===== config.mk =====
export PLATFORM = sky130hd
export DESIGN_NAME = rv32i_decode_stage
export DESIGN_NICKNAME = d
export VERILOG_FILES = /design/src/rtl/rv32i_decode_stage_pkg.sv /design/src/rtl/rv32i_decoder.sv /design/src/rtl/rv32i_decode_stage.sv
export SDC_FILE = /design/constraint.sdc
export NUM_CORES = 1
export LEC_CHECK = 0
export CORE_MARGIN = 2
export CORE_UTILIZATION = 55
export DETAILED_ROUTE_END_ITERATION = 10
export PLACE_DENSITY = 0.86
export SKIP_LAST_GASP = 1
export SLEW_MARGIN = 40
export SYNTH_ARGS = -nofsm -noshare
export SYNTH_HDL_FRONTEND = slang
export SYNTH_SLANG_ARGS = --single-unit
export TNS_END_PERCENT = 1

===== constraint.sdc =====
create_clock -name clk -period 13.6 [get_ports clk]
set_input_delay 1.36 -clock clk [delete_from_list [all_inputs] [get_ports clk]]
set_output_delay 1.36 -clock clk [all_outputs]
set_load 0.005 [all_outputs]

===== src/rtl/rv32i_decode_stage_pkg.sv =====
// Shared RV32I decode definitions: instruction type codes, opcode constants,
// the decoded field bundle and the elastic-buffer state encoding.
package rv32i_decode_stage_pkg;

   localparam logic [2:0] R_TYPE = 3'd0;
   localparam logic [2:0] I_TYPE = 3'd1;
   localparam logic [2:0] S_TYPE = 3'd2;
   localparam logic [2:0] L_TYPE = 3'd3;
   localparam logic [2:0] B_TYPE = 3'd4;
   localparam logic [2:0] J_TYPE = 3'd5;
   localparam logic [2:0] U_TYPE = 3'd6;
   localparam logic [2:0] X_TYPE = 3'd7;

   localparam logic [6:0] OPC_OP     = 7'b0110011;
   localparam logic [6:0] OPC_OPIMM  = 7'b0010011;
   localparam logic [6:0] OPC_LOAD   = 7'b0000011;
   localparam logic [6:0] OPC_STORE  = 7'b0100011;
   localparam logic [6:0] OPC_BRANCH = 7'b1100011;
   localparam logic [6:0] OPC_JAL    = 7'b1101111;
   localparam logic [6:0] OPC_JALR   = 7'b1100111;
   localparam logic [6:0] OPC_LUI    = 7'b0110111;
   localparam logic [6:0] OPC_AUIPC  = 7'b0010111;

   typedef enum logic [1:0] {EMPTY, ONE, TWO} buf_state_e;

   typedef struct packed {
      logic [2:0]  itype;
      logic [6:0]  opcode;
      logic [2:0]  funct3;
      logic [6:0]  funct7;
      logic [4:0]  rs1;
      logic [4:0]  rs2;
      logic [4:0]  rd;
      logic [31:0] imm;
      logic        reg_write;
      logic        illegal;
   } dec_t;

   // Value presented on the outputs straight out of reset.
   function automatic dec_t reset_bundle();
      dec_t b;
      b = '0;
      b.itype = X_TYPE;
      return b;
   endfunction

endpackage


===== src/rtl/rv32i_decoder.sv =====
// Combinational RV32I field decoder. With RV32I_DECODE_TRAP_EN defined an
// unsupported opcode is flagged illegal; otherwise it becomes addi x0,x0,0.
module rv32i_decoder
   import rv32i_decode_stage_pkg::*;
(
   input  logic [31:0] instr,
   output dec_t        dec
);

   function automatic logic [31:0] imm_i(input logic [31:0] ins);
      logic signed [11:0] f;
      f = ins[31:20];
      return 32'(f);
   endfunction

   function automatic logic [31:0] imm_s(input logic [31:0] ins);
      logic signed [11:0] f;
      f = {ins[31:25], ins[11:7]};
      return 32'(f);
   endfunction

   function automatic logic [31:0] imm_b(input logic [31:0] ins);
      logic signed [12:0] f;
      f = {ins[31], ins[7], ins[30:25], ins[11:8], 1'b0};
      return 32'(f);
   endfunction

   function automatic logic [31:0] imm_j(input logic [31:0] ins);
      logic signed [20:0] f;
      f = {ins[31], ins[19:12], ins[20], ins[30:21], 1'b0};
      return 32'(f);
   endfunction

   always_comb begin
      dec        = '0;
      dec.opcode = instr[6:0];
      dec.funct3 = instr[14:12];
      dec.funct7 = instr[31:25];
      dec.rs1    = instr[19:15];
      dec.rs2    = instr[24:20];
      dec.rd     = instr[11:7];
      case (instr[6:0])
         OPC_OP:     dec.itype = R_TYPE;
         OPC_OPIMM:  begin dec.itype = I_TYPE; dec.imm = imm_i(instr); end
         OPC_LOAD:   begin dec.itype = L_TYPE; dec.imm = imm_i(instr); end
         OPC_STORE:  begin dec.itype = S_TYPE; dec.imm = imm_s(instr); end
         OPC_BRANCH: begin dec.itype = B_TYPE; dec.imm = imm_b(instr); end
         OPC_JAL:    begin dec.itype = J_TYPE; dec.imm = imm_j(instr); end
         OPC_JALR:   begin dec.itype = J_TYPE; dec.imm = imm_i(instr); end
         // U immediate stays unshifted; execute applies the <<12.
         OPC_LUI, OPC_AUIPC: begin
            dec.itype = U_TYPE;
            dec.imm   = {12'd0, instr[31:12]};
         end
         default: begin
`ifdef RV32I_DECODE_TRAP_EN
            dec.itype   = X_TYPE;
            dec.illegal = 1'b1;
`else
            dec.itype  = I_TYPE;
            dec.opcode = OPC_OPIMM;
            dec.funct3 = '0;
            dec.funct7 = '0;
            dec.rs1    = '0;
            dec.rs2    = '0;
            dec.rd     = '0;
`endif
         end
      endcase
      case (dec.itype)
         R_TYPE, I_TYPE, L_TYPE, J_TYPE, U_TYPE: dec.reg_write = (dec.rd != 5'd0);
         default:                                dec.reg_write = 1'b0;
      endcase
   end

endmodule


===== src/rtl/rv32i_decode_stage.sv =====
// RV32I decode stage: combinational decode into a two-entry elastic buffer.
// Define RV32I_DECODE_TRAP_EN to halt intake after an illegal instruction issues.
module rv32i_decode_stage
   import rv32i_decode_stage_pkg::*;
#(
   parameter int XLEN = 32
) (
   input  logic            clk,
   input  logic            rst,
   input  logic            flush,
   input  logic            in_valid,
   output logic            in_ready,
   input  logic [XLEN-1:0] in_instr,
   input  logic [XLEN-1:0] in_pc,
   output logic            out_valid,
   input  logic            out_ready,
   output logic [2:0]      out_type,
   output logic [6:0]      out_opcode,
   output logic [2:0]      out_funct3,
   output logic [6:0]      out_funct7,
   output logic [4:0]      out_rs1,
   output logic [4:0]      out_rs2,
   output logic [4:0]      out_rd,
   output logic [XLEN-1:0] out_imm,
   output logic [XLEN-1:0] out_pc,
   output logic            out_reg_write,
   output logic            out_illegal
);

   buf_state_e      state_q, state_nxt;
   logic            in_ready_q, halt_q, halt_nxt;
   logic            in_fire, out_fire;
   logic            load_main_dec, load_main_skid, load_skid;
   dec_t            dec, main_p0, skid_p0;
   logic [XLEN-1:0] main_pc_p0, skid_pc_p0;

   rv32i_decoder u_decoder (
      .instr (in_instr),
      .dec   (dec)
   );

   assign in_ready  = in_ready_q;
   assign out_valid = (state_q != EMPTY);
   assign in_fire   = in_valid & in_ready_q;
   assign out_fire  = out_valid & out_ready;

   always_comb begin
      state_nxt      = state_q;
      load_main_dec  = 1'b0;
      load_main_skid = 1'b0;
      load_skid      = 1'b0;
      case (state_q)
         EMPTY: if (in_fire) begin
            state_nxt     = ONE;
            load_main_dec = 1'b1;
         end
         ONE: begin
            if (in_fire && !out_fire) begin
               state_nxt = TWO;
               load_skid = 1'b1;
            end else if (out_fire && !in_fire) begin
               state_nxt = EMPTY;
            end else if (in_fire && out_fire) begin
               load_main_dec = 1'b1;
            end
         end
         TWO: if (out_fire) begin
            state_nxt      = ONE;
            load_main_skid = 1'b1;
         end
         default: state_nxt = EMPTY;
      endcase
`ifdef RV32I_DECODE_TRAP_EN
      halt_nxt = halt_q | (out_fire & main_p0.illegal);
`else
      halt_nxt = 1'b0;
`endif
      // A redirect outranks everything, including a same-cycle accept.
      if (flush) begin
         state_nxt      = EMPTY;
         halt_nxt       = 1'b0;
         load_main_dec  = 1'b0;
         load_main_skid = 1'b0;
         load_skid      = 1'b0;
      end
   end

   always_ff @(posedge clk) begin
      if (rst) begin
         state_q    <= EMPTY;
         in_ready_q <= 1'b1;
         halt_q     <= 1'b0;
      end else begin
         state_q    <= state_nxt;
         in_ready_q <= (state_nxt != TWO) && !halt_nxt;
         halt_q     <= halt_nxt;
      end
   end

   // Stage p0: main (head) and skid registers
   always_ff @(posedge clk) begin
      if (rst) begin
         main_p0    <= reset_bundle();
         main_pc_p0 <= '0;
      end else if (load_main_dec) begin
         main_p0    <= dec;
         main_pc_p0 <= in_pc;
      end else if (load_main_skid) begin
         main_p0    <= skid_p0;
         main_pc_p0 <= skid_pc_p0;
      end
   end

   always_ff @(posedge clk) begin
      if (load_skid) begin
         skid_p0    <= dec;
         skid_pc_p0 <= in_pc;
      end
   end

   assign out_type      = main_p0.itype;
   assign out_opcode    = main_p0.opcode;
   assign out_funct3    = main_p0.funct3;
   assign out_funct7    = main_p0.funct7;
   assign out_rs1       = main_p0.rs1;
   assign out_rs2       = main_p0.rs2;
   assign out_rd        = main_p0.rd;
   assign out_imm       = main_p0.imm;
   assign out_pc        = main_pc_p0;
   assign out_reg_write = main_p0.reg_write;
   assign out_illegal   = main_p0.illegal;

endmodule


==> results of run 1 <==
[placed cells by master, fill, tap and decap left out, drive strengths merged, types with 4 or more instances in the layout]
cell             n
a22o             6
mux2             4
o22ai            5
nor2             9
a22oi           39
edfxtp          89
clkbuf          20
clkinv           8
or3b             5
mux2i            8
and3            28
a221o            4
clkdlybuf4s50  169
a221oi           7
o21ai            9
nand3            9
o21a            37
and2             4
a31oi           42
nand2          140
nor2b            4
nand3b           8
inv              4
dfxtp           92
buf              7
nor3             7
a21oi           41
[worst reg2reg max path: cells and delay by family, from the launching register on]
family	cells	cell delay (ns)
compound gates	2	0.20
buf+inv	1	0.55
flops	1	0.46
mux	1	0.47
simple gates	1	0.27
[final cells by class]
cell class / instances / share of cell area
sequential: 181 / 0.4518
clock buffer: 19 / 0.04533
tap: 180 / 0.02254
multi-input combinational: 454 / 0.2880
clock inverter: 13 / 0.01315
inverter: 3 / 0.001127
timing repair buffer: 177 / 0.1780
[registers in the layout, indices dropped and copies added, names as in the netlist, 7 cells and up]
| signal | flops |
|---|---|
| skid_p0 | 57 |
| out_pc | 32 |
| out_imm | 21 |
| out_funct7 | 7 |
| out_opcode | 7 |
| skid_pc_p0 | 32 |
[per-layer routing]
layer / track usage / wire [µm]
met1: 0.3486 / 7961
met2: 0.4330 / 10240
met3: 0.05815 / 1654
met4: 0.1200 / 608
met5: 0 / 0
[worst max path at each step]
stage | from | end | slack, ns | cells past startpoint
CTS | flush | out_pc[11]$_SDFFE_PP0P_ | 10.19 | 6
finish | flush | out_imm[11]$_SDFFE_PP0P_ | 10.32 | 6
floorplan | out_ready | skid_p0[10]$_DFFE_PP_ | 5.23 | 2
detailed placement | flush | out_pc[2]$_SDFFE_PP0P_ | 9.79 | 6
global route | flush | out_imm[19]$_SDFFE_PP0P_ | 10.18 | 6
global placement | flush | out_imm[11]$_SDFFE_PP0P_ | 9.76 | 6
[where the power goes]
group	internal, mW	leakage (nW)	switching (mW)
Sequential	0.587	1.67	0.0103
Clock	0.279	0.289	0.206
Combinational	0.0714	1.60	0.0641
Total	0.937	3.56	0.280
[kinds of logic (layout without fill, tap and decap cells)]
kind of cell,after synthesis,in the layout,share of synthesized area
other,2,3,0.0009543
flip-flops,181,181,0.5736
AND/OR/NAND/NOR,234,234,0.1558
multiplexers,12,12,0.01590
buffers and inverters,74,212,0.06486
AO/OA/AOI/OAI,205,205,0.1889
[metrics by stage]
stage / power (mW) / util
detailed placement: 0.7417 / 0.6738
CTS: 1.220 / 0.7157
global route: 1.254 / 0.7170
floorplan: 0.6735 / -
global placement: 0.7357 / 0.6713
finish: 1.218 / 0.7170
==> results.sh, run 1 <==
export IMPL_min_path_cells=2
export IMPL_die_height_um=123.6
export IMPL_drc_errors=0
export IMPL_synth_commonest_cells="nand2_1 (138), dfxtp_1 (92), edfxtp_1 (89)"
export IMPL_cts_sinks=181
export IMPL_path_clk_slew_ns=0.06
export IMPL_synthFlopType="dfxtp_1"
export IMPL_rows=43
export IMPL_clock_skew_ns=0.009345
export IMPL_synth_edf_count=89
export IMPL_drv_cap=0
export IMPL_period_minus_slack_ns=3.278
export IMPL_hold_buffers=0
export IMPL_worstSkewPairLatency_ns=0.44
export IMPL_synth_top_area_frac=0.3396
export IMPL_synth_area_leaders="edfxtp_1 (34%), dfxtp_1 (23%), nand2_1 (6.6%)"
export IMPL_slew_viol_final=0
export IMPL_clock_path_buffers=2
export IMPL_peakVddDrop_v=0.00009814
export IMPL_cp_data_required_time_ns=13.90
export IMPL_maxClockFrequency_mhz=305.1
export IMPL_htree_levels=4
export IMPL_grt_antenna_before_repair=0
export IMPL_max_stage_delay_ns=0.58
export IMPL_vias=6350
export IMPL_powerDensity_nw_per_um2=121.9
export IMPL_synthArstFlopShare=0
export IMPL_worstSetupPathType="in -> reg"
export IMPL_syn_area_um2=7870
export IMPL_grt_max_degree=99
export IMPL_dpl_cell_count=994
export IMPL_seq_area_um2=4514
export IMPL_reg2reg_depth=5
export IMPL_final_area_um2=9991
export IMPL_pre_cts_slack_ns=9.795
export IMPL_root_buffer="clkbuf_16"
export IMPL_worstHoldPathType="reg -> reg"
export IMPL_reg2reg_from="state_q[1]$_SDFF_PP0_"
export IMPL_gr_total_overflow=0
export IMPL_start_util=0.5648
export IMPL_layout_cells_non_filler=1027
export IMPL_rsz0062_at_grt="false"
export IMPL_syn_instance_count=708
export IMPL_routed_via_density=6.183
export IMPL_hold_violations=0
export IMPL_cts_buffers=17
export IMPL_place_port_buffers=170
export IMPL_cp_max_fo=90
export IMPL_min_delay_start="out_pc[3]$_SDFFE_PP0P_"
export IMPL_first_pass_iters=5
export IMPL_tightest_slew_ns=0.7592
export IMPL_gp_congestion=0.8260
export IMPL_antenna_cells=0
export IMPL_drive_above_1_share=0.09445
export IMPL_grt_pass1_vias=5967
export IMPL_crit_chain="clkdlybuf4s50_1 -> and4bb_4 -> buf_6 -> mux2_2 -> o21ai_0 -> a31oi_1"
export IMPL_first_iter_violations=622
export IMPL_grt_first_pass_wirelength_um=31310
export IMPL_reg2reg_to="out_imm[11]$_SDFFE_PP0P_"
export IMPL_die_area_um2=15280
export IMPL_ios=172
export IMPL_tns_ns=0
export IMPL_outcome="finished clean"
export IMPL_grt_util_all_layers=0.2683
export IMPL_avgSynthCellArea_um2=11.12
export IMPL_r2r_setup_slack_ns=11.52
export IMPL_fin_crit_sh=0.2410
export IMPL_hold_end="out_pc[3]$_SDFFE_PP0P_"
export IMPL_synth_area_leader_cell="edfxtp_1"
export IMPL_arrival_ns=3.58
export IMPL_cts_tree="done"
export IMPL_die_w_um=123.6
export IMPL_yosys_warnings=0
export IMPL_post_dp_cell_area_um2=9389
export IMPL_syn_to_final_growth_pct=26.95
export IMPL_post_cts_resized=0
export IMPL_ys_seq_area_frac=0.5736
export IMPL_crit_buf_inv=2
export IMPL_start_kind="primary input"
export IMPL_hpwl_um=12770
export IMPL_fin_ws_ns=10.32
export IMPL_fin_hold_ws_ns=0.4623
export IMPL_cellLeakagePower_nw=3.559
export IMPL_ys_types=68
export IMPL_yosysMostFrequentCell="nand2_1"
export IMPL_end_kind="flip-flop"
export IMPL_wire_per_inst_um=19.92
export IMPL_coreArea_um2=13930
export IMPL_slew_headroom=0.4938
export IMPL_cts_setup_buffers=0
export IMPL_ant_nets=0
export IMPL_multi_input_area_um2=2878
export IMPL_nNetsFinal=903
export IMPL_critPathSlowestCell="clkdlybuf4s50_1"
export IMPL_finalWirelength_um=20460
export IMPL_nFillCells=941
export IMPL_final_setup_viol_count=0
export IMPL_synth_seq_cells=181
export IMPL_cp_top_family="buffers and inverters"
(Power assumes the default switching activity.)
==> inputs of run 2 (changes only) <==
CORE_UTILIZATION = 46   (was 55)
PLACE_DENSITY = 0.77   (was 0.86)
clock period = 2.7 ns   (was 13.6 ns; I/O delays follow)
==> run 2 against run 1 <==
Against the previous run: global-route usage shrank 4.2 points; via count down 3.2%; worst setup slack worse by 9.6 ns; final area up 2.1%; critical path type unchanged; critical endpoint is now out_imm[7]$_SDFFE_PP0P_.
==> results.sh, run 2 (synthesis results as in run 1) <==
export IMPL_clock_path_buffers=2
export IMPL_nFillCells=1377
export IMPL_syn_to_final_growth_pct=29.63
export IMPL_tightest_slew_ns=0.6617
export IMPL_grt_pass1_vias=5838
export IMPL_cp_data_required_time_ns=3.07
export IMPL_grt_first_pass_wirelength_um=32020
export IMPL_grt_util_all_layers=0.2262
export IMPL_gp_congestion=0.8587
export IMPL_post_cts_resized=0
export IMPL_start_util=0.4729
export IMPL_worstSkewPairLatency_ns=0.42
export IMPL_cts_setup_buffers=0
export IMPL_final_setup_viol_count=0
export IMPL_fin_crit_sh=0.7275
export IMPL_arrival_ns=2.33
export IMPL_antenna_cells=0
export IMPL_place_port_buffers=170
export IMPL_end_kind="flip-flop"
export IMPL_finalWirelength_um=20500
export IMPL_cellLeakagePower_nw=3.645
export IMPL_die_w_um=134.8
export IMPL_finalPower_mw=6.207
export IMPL_peakVddDrop_v=0.0005096
export IMPL_slew_viol_final=0
export IMPL_r2r_setup_slack_ns=0.95
export IMPL_maxClockFrequency_mhz=509.1
export IMPL_coreArea_um2=16640
export IMPL_grt_antenna_before_repair=0
export IMPL_tns_ns=0
export IMPL_die_height_um=134.8
export IMPL_vias=6149
export IMPL_rsz0062_at_grt="false"
export IMPL_worstHoldPathType="in -> reg"
export IMPL_hold_buffers=0
export IMPL_layout_cells_non_filler=1083
export IMPL_outcome="finished clean"
export IMPL_rows=47
export IMPL_first_iter_violations=519
export IMPL_gr_total_overflow=0
export IMPL_drive_above_1_share=0.1101
export IMPL_dpl_cell_count=1050
export IMPL_powerDensity_nw_per_um2=608.4
export IMPL_die_area_um2=18170
export IMPL_path_clk_slew_ns=0.07
export IMPL_final_area_um2=10200
export IMPL_routed_via_density=5.678
export IMPL_grt_max_degree=56
export IMPL_htree_levels=4
export IMPL_cts_sinks=181
export IMPL_start_kind="primary input"
export IMPL_slew_headroom=0.5575
export IMPL_cts_buffers=17
export IMPL_root_buffer="clkbuf_16"
export IMPL_largest_reg_flops=57
export IMPL_first_pass_iters=5
export IMPL_ios=172
export IMPL_drc_errors=0
export IMPL_drv_cap=0
export IMPL_wire_per_inst_um=18.93
export IMPL_hold_violations=0
export IMPL_post_dp_cell_area_um2=9592
export IMPL_cp_max_fo=17
export IMPL_clock_skew_ns=0.009246
export IMPL_nNetsFinal=919
export IMPL_final_common_cell="clkdlybuf4s50_1"
export IMPL_hpwl_um=13660
export IMPL_regMostFlops="skid_p0"
export IMPL_cts_tree="done"
export IMPL_final_cell_mix="clkdlybuf4s50_1 (169), nand2_1 (138), dfxtp_1 (91), edfxtp_1 (89), a31oi_1 (42)"
export IMPL_period_minus_slack_ns=1.964
export IMPL_ant_nets=0
export IMPL_worstSetupPathType="in -> reg"
[run 2: worst max-delay path, cell delays in order]
cell and delay (ns):
clkdlybuf4s50_1 0.87, mux2_2 0.41, o22ai_2 0.37, a22o_1 0.27, o21a_1 0.14
[run 2: stage by stage]
| step | hold WS (ns) | util | setup WS (ns) |
|---|---|---|---|
| detailed placement | 0.4460 | 0.5763 | 0.3551 |
| finish | 0.3295 | 0.6130 | 0.7357 |
| global placement | 0.4422 | 0.5763 | 0.3907 |
| floorplan | 0.3406 | - | -0.4549 |
| global route | 0.3422 | 0.6130 | 0.5370 |
| CTS | 0.3153 | 0.6124 | 0.7743 |
[run 2: worst paths after layout]
kind,end,from,cells past startpoint
min reg2reg,out_pc[7]$_SDFFE_PP0P_,out_pc[7]$_SDFFE_PP0P_,2
max reg2reg,out_pc[9]$_SDFFE_PP0P_,state_q[0]$_SDFF_PP0_,4
min,out_pc[20]$_SDFFE_PP0P_,rst,2
max,out_imm[7]$_SDFFE_PP0P_,in_instr[5],5
[run 2: cell type report]
class	count	area [µm²]	share of cell area
Tap cell	220	275.3	0.02698
Clock inverter	12	152.6	0.01496
Inverter	3	11.26	0.001104
Sequential cell	181	4516	0.4426
Multi-Input combinational cell	454	2878	0.2821
Timing Repair Buffer	193	1923	0.1885
Clock buffer	20	446.7	0.04378
[run 2: report_power, final]
group,switching (mW),internal [mW]
logic,0.321,0.373
registers,0.0489,2.96
clock network,1.03,1.48
[run 2: layer usage]
layer  GRT usage  share of wire  up-vias
met5           0              0        -
met4     0.09006          0.028        0
met3     0.04242          0.059       43
met2      0.3528           0.48      238
met1      0.3127           0.44     2972
li1            -              -     2896
==> inputs of run 3 (changes only) <==
clock period = 1.6 ns   (was 2.7 ns; I/O delays follow)
==> run 3 against run 2 <==
Against the previous run: worst setup slack worse by 0.71 ns; sequential power increased by 69%; combinational power grew 88%; global-route usage up 1.3 points; die area is the same; sequential share of layout area is 2.6 points lower; non-clock buffer count rose by 59; first-iteration DRC count rose by 17%.
==> results.sh, run 3 (synthesis results as in run 1) <==
export IMPL_outcome="finished clean"
export IMPL_final_common_cell="clkdlybuf4s50_1"
export IMPL_nNetsFinal=978
export IMPL_worstSkewPairLatency_ns=0.42
export IMPL_grtUsageMet2=0.3844
export IMPL_tightest_slew_ns=0.5615
export IMPL_max_stage_delay_ns=0.53
export IMPL_grt_util_all_layers=0.2394
export IMPL_ant_nets=0
export IMPL_slew_headroom=0.6257
export IMPL_gp_congestion=0.8411
export IMPL_arrival_ns=1.89
export IMPL_peakVddDrop_v=0.0007755
export IMPL_start_util=0.4729
export IMPL_worstHoldPathType="in -> reg"
export IMPL_worstSetupPathType="in -> reg"
export IMPL_hpwl_um=14680
export IMPL_path_clk_slew_ns=0.07
export IMPL_drc_errors=0
export IMPL_layout_cells_non_filler=1142
export IMPL_hold_buffers=0
export IMPL_first_iter_violations=607
export IMPL_end_kind="flip-flop"
export IMPL_maxClockFrequency_mhz=636.3
export IMPL_die_w_um=134.8
export IMPL_grt_max_degree=45
export IMPL_final_cell_mix="clkdlybuf4s50_1 (168), nand2_1 (138), dfxtp_1 (90), edfxtp_1 (89), buf_4 (62)"
export IMPL_rsz0062_at_grt="true"
export IMPL_hold_violations=0
export IMPL_min_path_cells=2
export IMPL_die_area_um2=18170
export IMPL_cellLeakagePower_nw=4.013
export IMPL_rows=47
export IMPL_wire_per_inst_um=18.87
export IMPL_grt_antenna_before_repair=0
export IMPL_cts_sinks=181
export IMPL_powerDensity_nw_per_um2=982.6
export IMPL_cp_max_fo=16
export IMPL_coreArea_um2=16640
export IMPL_routed_via_density=5.596
export IMPL_cts_tree="done"
export IMPL_cts_buffers=17
export IMPL_antenna_cells=0
export IMPL_reg2reg_depth=5
export IMPL_largest_reg_flops=57
export IMPL_place_port_buffers=170
export IMPL_crit_chain="clkdlybuf4s50_1 -> buf_12 -> nand3b_4 -> nor2_4 -> buf_12 -> buf_4 -> a221o_2 -> o21a_1"
export IMPL_slew_viol_final=0
export IMPL_fin_crit_sh=0.9823
export IMPL_use_met1=0.3280
export IMPL_die_height_um=134.8
export IMPL_drive_above_1_share=0.1714
export IMPL_grt_use_met3=0.04617
export IMPL_first_pass_iters=7
export IMPL_clock_skew_ns=0.007791
export IMPL_drv_cap=0
export IMPL_r2r_setup_slack_ns=0.04
export IMPL_gr_total_overflow=0
export IMPL_finalWirelength_um=21550
export IMPL_root_buffer="clkbuf_16"
export IMPL_crit_path_end="out_imm[4]$_SDFFE_PP0P_"
export IMPL_vias=6391
export IMPL_critPathSlowestCell="clkdlybuf4s50_1"
export IMPL_final_setup_viol_count=0
export IMPL_grt_pass1_vias=6012
export IMPL_cp_data_required_time_ns=1.92
export IMPL_syn_to_final_growth_pct=37.87
export IMPL_busiest_layer="met2"
export IMPL_htree_levels=4
export IMPL_grt_first_pass_wirelength_um=33710
export IMPL_regMostFlops="skid_p0"
export IMPL_finalPower_mw=10.66
export IMPL_ios=172
export IMPL_dpl_cell_count=1106
export IMPL_reg2reg_from="state_q[0]$_SDFF_PP0_"
export IMPL_crit_start="in_instr[6]"
export IMPL_clock_path_buffers=2
export IMPL_reg2reg_to="out_rs1[4]$_SDFFE_PP0P_"
export IMPL_start_kind="primary input"
export IMPL_crit_top_cell="buf_12"
export IMPL_period_minus_slack_ns=1.572
-- run 3: cell count changes in the layout (fill, tap and decap cells not counted), moves of 2 or more --
cell      change
buf_12       +16
buf_4        +44
clkbuf_1      -2
clkinv_4      -2
inv_6         +3
-- run 3: layer usage --
layer | share of wire | routed length, µm
met1 | 0.43 | 9179
met2 | 0.50 | 10680
met3 | 0.059 | 1277
met4 | 0.019 | 416
met5 | 0 | 0
-- run 3: worst max-delay path, delay by kind of cell --
| kind | cells | cell delay (ns) |
|---|---|---|
| buf+inv | 4 | 0.96 |
| compound gates | 2 | 0.58 |
| simple gates | 2 | 0.20 |
-- run 3: repair_timing --
item / in CTS / in global routing
buffers inserted: 0 / 4
endpoints found under the hold margin: 0 / 0
resized for setup: 2 / 2
endpoints found under the setup margin: 13 / 98
pin swaps: 0 / 1
-- run 3: power breakdown --
group          leakage (nW)  switching (mW)  internal, mW
sequential             1.67          0.0873          4.99
clock                 0.290            1.82          2.47
combinational          2.06           0.572         0.723
-- run 3: layout make-up --
type | count | area (µm²)
Tap cell | 220 | 275.3
Sequential cell | 181 | 4519
Inverter | 3 | 11.26
Timing Repair Buffer | 252 | 2561
Clock buffer | 17 | 425.4
Clock inverter | 15 | 177.7
Multi-Input combinational cell | 454 | 2880
Fill cell | 1280 | 5792
-- run 3: worst min path at each step --
| stage | end | start | slack (ns) |
|---|---|---|---|
| final | out_pc[27]$_SDFFE_PP0P_ | rst | 0.16 |
| after global routing | out_pc[27]$_SDFFE_PP0P_ | rst | 0.17 |
| after CTS | out_pc[27]$_SDFFE_PP0P_ | rst | 0.16 |
| after detailed placement | out_pc[12]$_SDFFE_PP0P_ | out_pc[12]$_SDFFE_PP0P_ | 0.45 |
| after global placement | out_pc[9]$_SDFFE_PP0P_ | out_pc[9]$_SDFFE_PP0P_ | 0.44 |
| after floorplan | state_q[1]$_SDFF_PP0_ | flush | 0.23 |
-- run 3: stage by stage --
stage	setup TNS (ns)	hold WS [ns]	util	worst slack [ns]	instance area (µm²)
after detailed placement	-48.68	0.4464	0.6129	-0.3651	10200
after floorplan	-138.39	0.2306	-	-1.555	7889
after global placement	-42.07	0.4414	0.6129	-0.2794	10200
after global routing	-0.8381	0.1729	0.6520	-0.04527	10850
after CTS	-0.08014	0.1555	0.6491	-0.01426	10800
final	0	0.1614	0.6520	0.02830	10850
